--- config.mk ---
export PLATFORM = sky130hd
export DESIGN_NAME = maj_vote_seq
export DESIGN_NICKNAME = d
export VERILOG_FILES = /design/src/rtl/maj_vote_seq.sv
export SDC_FILE = /design/constraint.sdc
export NUM_CORES = 1
export LEC_CHECK = 0
export CORE_ASPECT_RATIO = 2
export CORE_UTILIZATION = 35
export CTS_CLUSTER_SIZE = 20
export DETAILED_ROUTE_END_ITERATION = 8
export PLACE_DENSITY = 0.58
export SETUP_SLACK_MARGIN = 0.5
export SYNTH_ARGS = -nofsm -noshare
export SYNTH_HDL_FRONTEND = slang
export SYNTH_SLANG_ARGS = --single-unit
--- constraint.sdc ---
create_clock -name clk -period 2.15 [get_ports clk]
set_clock_uncertainty 0.15 [all_clocks]
set_input_delay 0.43 -clock clk [delete_from_list [all_inputs] [get_ports clk]]
set_output_delay 0.43 -clock clk [all_outputs]
set_load 0.01 [all_outputs]
--- src/rtl/maj_vote_seq.sv ---
// Bit-serial triple-redundancy voter: one majority gate, one bit per cycle, LSB first.
// Optional macro MAJ_VOTE_CNT_CLR_EN adds a synchronous cnt_clr input for the fault counters.
module maj_vote_seq #(
   parameter int WIDTH = 8,
   parameter int CNT_W = 8
) (
   input  logic             clk,
   input  logic             rst,
   input  logic             in_valid,
   output logic             in_ready,
   input  logic [WIDTH-1:0] ch_a,
   input  logic [WIDTH-1:0] ch_b,
   input  logic [WIDTH-1:0] ch_c,
   output logic             out_valid,
   input  logic             out_ready,
`ifdef MAJ_VOTE_CNT_CLR_EN
   input  logic             cnt_clr,
`endif
   output logic [WIDTH-1:0] voted,
   output logic             err_a,
   output logic             err_b,
   output logic             err_c,
   output logic [CNT_W-1:0] cnt_a,
   output logic [CNT_W-1:0] cnt_b,
   output logic [CNT_W-1:0] cnt_c,
   output logic             busy
);

   localparam int                 IDX_W    = $clog2(WIDTH);
   localparam logic [IDX_W-1:0]   IDX_LAST = IDX_W'(WIDTH - 1);
   localparam logic [CNT_W-1:0]   CNT_MAX  = '1;

   typedef enum logic [1:0] {
      S_IDLE,
      S_VOTE,
      S_DONE
   } state_t;

   state_t           state;
   state_t           state_nxt;
   logic [WIDTH-1:0] sa;
   logic [WIDTH-1:0] sb;
   logic [WIDTH-1:0] sc;
   logic [IDX_W-1:0] idx;
   logic             bit_m;
   logic             accept;
   logic             xfer;

   function automatic logic maj(input logic a, input logic b, input logic c);
      return (a | b) & (a | c) & (b | c);
   endfunction

   assign bit_m  = maj(sa[0], sb[0], sc[0]);
   assign accept = (state == S_IDLE) && in_valid;
   assign xfer   = (state == S_DONE) && out_ready;

   // NOTE: clocked state uses non-blocking assignments so every register samples pre-edge values.
   always_ff @(posedge clk) begin
      if (rst) state <= S_IDLE;
      else     state <= state_nxt;
   end

   // NOTE: every output of this block gets a default first, so no path can infer a latch.
   always_comb begin
      state_nxt = state;
      in_ready  = 1'b0;
      out_valid = 1'b0;
      busy      = 1'b0;
      case (state)
         S_IDLE: begin
            in_ready = 1'b1;
            if (in_valid) state_nxt = S_VOTE;
         end
         S_VOTE: begin
            busy = 1'b1;
            if (idx == IDX_LAST) state_nxt = S_DONE;
         end
         S_DONE: begin
            busy      = 1'b1;
            out_valid = 1'b1;
            if (out_ready) state_nxt = S_IDLE;
         end
         default: state_nxt = S_IDLE;
      endcase
   end

   always_ff @(posedge clk) begin
      if (rst) begin
         sa    <= '0;
         sb    <= '0;
         sc    <= '0;
         idx   <= '0;
         voted <= '0;
         err_a <= 1'b0;
         err_b <= 1'b0;
         err_c <= 1'b0;
      end else if (accept) begin
         sa    <= ch_a;
         sb    <= ch_b;
         sc    <= ch_c;
         idx   <= '0;
         voted <= '0;
         err_a <= 1'b0;
         err_b <= 1'b0;
         err_c <= 1'b0;
      end else if (state == S_VOTE) begin
         voted[idx] <= bit_m;
         err_a      <= err_a | (sa[0] ^ bit_m);
         err_b      <= err_b | (sb[0] ^ bit_m);
         err_c      <= err_c | (sc[0] ^ bit_m);
         sa         <= sa >> 1;
         sb         <= sb >> 1;
         sc         <= sc >> 1;
         idx        <= idx + IDX_W'(1);
      end
   end

   // Counters advance only on the result handshake and stick at all-ones.
   always_ff @(posedge clk) begin
      if (rst) begin
         cnt_a <= '0;
         cnt_b <= '0;
         cnt_c <= '0;
      end
`ifdef MAJ_VOTE_CNT_CLR_EN
      else if (cnt_clr) begin
         cnt_a <= '0;
         cnt_b <= '0;
         cnt_c <= '0;
      end
`endif
      else if (xfer) begin
         if (err_a && cnt_a != CNT_MAX) cnt_a <= cnt_a + CNT_W'(1);
         if (err_b && cnt_b != CNT_MAX) cnt_b <= cnt_b + CNT_W'(1);
         if (err_c && cnt_c != CNT_MAX) cnt_c <= cnt_c + CNT_W'(1);
      end
   end

endmodule

# Yosys cells after proc, flatten, opt, wreduce, memory -nomap -nowiden

Cells that the tools add are included.
Widths: inputs -> output; s select.

Register bits: 64
Logic and storage cells: 68

$add $sub $neg: 4
Order comparisons: 2
Equality and inequality tests: 9
Multiplexer cells: 16
Bitwise logic cells: 11
Reduce and logical (&&, ||, !) cells: 14

Operator list:

| cell                | number |
|---|---|
| $mux 8              | 6 |
| $add 8x1->8 const B | 3 |
| $ne 8x8->1 const B  | 3 |
| $bwmux 8            | 1 |
| $logic_and 1x1->1   | 6 |
| $mux 2              | 3 |
| $ne 2x2->1 const B  | 3 |
| $or 1x1->1          | 6 |
| $pmux 2 s3          | 1 |
| $reduce_and 2->1    | 3 |
| $lt 3x4->1 const B  | 1 |
| $mux 1              | 4 |
| $reduce_or 2->1     | 2 |
| $add 3x1->3 const B | 1 |
| $demux 1 s3         | 1 |
| $eq 3x3->1 const B  | 1 |
| $ge 3x1->1 const B  | 1 |
| $reduce_and 3->1    | 1 |
| $xor 1x1->1         | 3 |
| $and 1x1->1         | 2 |
| $eq 2x1->1 const B  | 1 |
| $eq 2x2->1 const B  | 1 |
| $logic_not 2->1     | 1 |
| $reduce_bool 2->1   | 1 |

# Logic depth before layout (Yosys ltp)

Depth after elaboration: 5
Depth in mapped cells: 7

# Worst setup path after synthesis

OpenSTA, ideal clock, no wires.

Path type: flip-flop to flip-flop
From: reg state[0]
To: reg cnt_c[5]
Setup time: 0.070 ns
Data arrival time: 1.610 ns
Data required time: 1.930 ns
Path slack: 0.319 ns
Stages on the path, launching flop included: 7
Path buffers: 0
Period minus slack after synthesis: 1.831 ns
Cell sequence: dfxtp_1 inv_1 ha_1 nand3_2 a21o_4 or4_1 a21oi_1

Longest elaborated chain between the ends: 3

Ends and longest elaborated chain:

| element                    | line | text |
|---|---|---|
| start: declaration         | 39   | `state_t state;` |
| start signal: assignment   | 60   | `else state <= state_nxt;` |
| $eq 2x2->1                 | 55   | `assign xfer = (state == S_DONE) && out_ready;` |
| $logic_and 1x1->1          | 55   |  |
| $reduce_and 2->1 (no line) | -    |  |
| end signal: assignment     | 135  | `if (err_c && cnt_c != CNT_MAX) cnt_c <= cnt_c + CNT_W'(1);` |
| end: declaration           | 25   | `output logic [CNT_W-1:0] cnt_c,` |

Every way passes these cells.
A chain may end at the register's enable or synchronous reset.

# Worst setup path after layout

From: reg cnt_b[0]
To: reg cnt_b[5]

Longest elaborated chain between the ends: 3
Elaborated cells on any way between the ends: 4

Ends and longest elaborated chain:

| element                                             | line | text |
|---|---|---|
| start: declaration                                  | 24   | `output logic [CNT_W-1:0] cnt_b,` |
| start signal: assignment                            | 134  | `if (err_b && cnt_b != CNT_MAX) cnt_b <= cnt_b + CNT_W'(1);` |
| branches (longest 3 deep; another with $add 8x1->8) | -    |  |

Several ways; the timed one is not identified.

==> run summary <==
die width: 67.01 microns
DR DRC count: 2
row cnt: 47
drt wl/cell: 14.49 microns
Crit-path slowest cell: or4_4
clk root buf: clkbuf_16
Filler cells: 765
Num CTS Buffers: 9
count leader, synth: dfxtp_1
synth warn: 0
GPL Wtd Cong: 0.7937
Top Usage Layer GRT: met2
pre-CTS setup slack: -0.07579 ns
Final min period: 1.744 ns
post-synthesis cell area: 2958 sq um
Synth area leaders: dfxtp_1 (43%), mux2i_1 (13%), nor2_1 (6.7%)
crit path DAT: 1.86 ns
Final Hold Vio Count: 0
post-synthesis average cell area: 9.272 sq um
largest family of logic cells by synthesized area: simple AND/OR/NAND/NOR gates
clk_lat worst skew: 0.33 ns
setup ws final: 0.4060 ns
crit path launch type: flop
first-pass GRT wire length: 11790 microns
worst-case hold slack: 0.3117 ns
Layout area overhead: 50.21%
Rel. slew slack: 76.64%
Slowest Stage Delay on Critical Path: 0.48 ns
worst-path cell chain: ha_4 > and3_4 > a21o_4 > or4_4 > a21oi_2
PortBufs: 65
vias in the first global route: 2574
gr usage total: 17.51%
M3 GR Usage: 4.325%
crit-path leading delay family: simple AND/OR/NAND/NOR gates
XOR/XNOR Fraction of Synth Area: 2.961%
gr ovfl total: 0
Util after Layout: 53.97%
ratio of cells with drive above 1 in the final layout: 28.19%
H-Tree Depth: 3
# nets final: 447
Power per Cell Area: 929.8 nW/um^2
setup tns final: 0 ns
crit path kind: flop to flop
post-route ant nets: 0
Ports: 66
Static Leakage: 1.824 nW
max-cap check violation count: 0
DP HPWL: 4960 microns
die span in y: 132.0 microns
CTS tree: built
Crit Path Max Fanout: 4
fin. max-slew vios: 0
sequential-to-total area share from yosys stat: 43.32%
ant diodes: 0
vias per cell: 5.127
clock buffer depth: 2
Compound-Gate Fraction of Synth Area: 13.07%
CTS sink count: 64
RSZ-0062 raised after global routing: yes
post-synth top area cell: dfxtp_1
synthesized flop and latch total: 64
DIE AREA: 8845 sq um
async set-reset flop share out of synthesis: 0%
Bufs and invs on worst path: 0
violated checks: design-rule violations
via count: 2630
Worst Min Path Start: rst
Hold Buf Count CTS: 0
FMAX: 0.5734 GHz
status: finished, violations left
Worst setup EP type: flop
Syn Nets: 356
First-pass DRT Iterations: 8
Mapped Cells: 319
Core ar.: 8233 sq um
critical path startpoint: cnt_b[0]
fraction of the mapped netlist area in simple logic gates: 19.46%
initial drt markers: 123
Post-synth EDFFs: 0
largest net degree at the start of global routing: 46
VDD IR-drop max: 0.6441 mV
fin crit share: 81.12%
Primary FF master, synth: dfxtp_1
post-synthesis mux area share: 13.96%
Worst-Margin Slew: 0.3497 ns
HP Class: primary input to flop
global-route met1 utilization: 18.75%
Final Setup Violations: 0
Routed WL: 7435 microns
top-area cell type share of the netlist area: 43.32%
antenna violations before repair: 0
Initial Utilization: 35.93%
Worst-path clk slew: 0.05 ns
reg2reg start: cnt_b[0]
Critical Path RT: 2.26 ns
Post-synth top cells: dfxtp_1 (64), nor2_1 (53), mux2i_1 (39), a211oi_1 (23), a21oi_1 (15)
met2 Use GR: 30.44%
Adder-Cell Fraction of Synth Area: 3.807%
Synth cell types: 39
state kept, by name, indices dropped and copies added (netlist names):
signal / cells
sc: 8
voted: 8
idx: 3
cnt_c: 8
cnt_a: 8
sb: 8
err_a: 1
err_b: 1
err_c: 1
sa: 8
cnt_b: 8
state: 2
cell families (layout without fill, tap and decap cells):
| group | count (synthesis) | after routing |
|---|---|---|
| adder cells (fa/ha/maj) | 9 | 9 |
| AO/OA/AOI/OAI | 56 | 56 |
| multiplexers | 41 | 41 |
| flip-flops | 64 | 64 |
| buffers and inverters | 26 | 122 |
| AND/OR/NAND/NOR | 113 | 113 |
| XOR/XNOR | 10 | 10 |
final cells by class:
type	count	area [sq um]	area share, %
Sequential cell	64	1330	29.94
Clock inverter	4	20.02	0.4506
Clock buffer	12	246.5	5.548
Timing Repair Buffer	97	889.6	20.02
Multi-Input combinational cell	229	1795	40.41
Tap cell	98	122.6	2.760
Inverter	9	38.79	0.8730
metal layers:
| metal | part of all wire, % | routed length, microns | up-vias |
|---|---|---|---|
| met1 | 39 | 2917 | 1245 |
| met5 | 0 | 0 | - |
| met2 | 56 | 4192 | 52 |
| li1 | - | - | 1327 |
| met4 | 1.3 | 98 | 0 |
| met3 | 3.1 | 227 | 6 |
metrics by stage:
stage	cells	area [sq um]	power (mW)
floorplan	319	3029	2.253
global placement	480	3857	2.589
detailed placement	480	3857	2.603
CTS	500	4182	3.983
global route	513	4443	4.372
finish	513	4443	4.131
layout by cell type (no fill, tap or decap), types with 4 or more instances in the layout:
master,count
a211oi_1,20
a21oi_1,11
a21oi_2,4
buf_4,27
clkbuf_16,11
clkdlybuf4s50_1,24
clkinv_2,4
dfxtp_1,39
dfxtp_2,18
dfxtp_4,7
dlygate4sd2_1,36
ha_4,6
inv_1,7
mux2i_1,39
nand2_1,11
nand2b_1,5
nand3_1,8
nand4_1,4
nor2_1,53
o21ai_0,6
xnor2_1,4
xor2_1,6
report_power, final:
part	leakage [nW]	internal, mW	switching (mW)
registers	0.536	1.36	0.121
clock network	0.136	0.802	0.486
logic	1.15	0.698	0.664
total	1.82	2.86	1.27
repair_timing:
item,CTS,global route
endpoints found under the setup margin,62,47
gates cloned,0,2
pin swaps,5,9
buffers inserted,4,11
resized for setup,80,31
final timing paths:
kind / endpoint / cells past startpoint / slack (ns)
setup / recovery: cnt_b[5] / 5 / 0.41
hold / removal: cnt_a[0] / 2 / 0.31
setup reg to reg: cnt_b[5] / 5 / 0.41
hold reg to reg: sb[7] / 2 / 0.33
(Power assumes the default switching activity.)
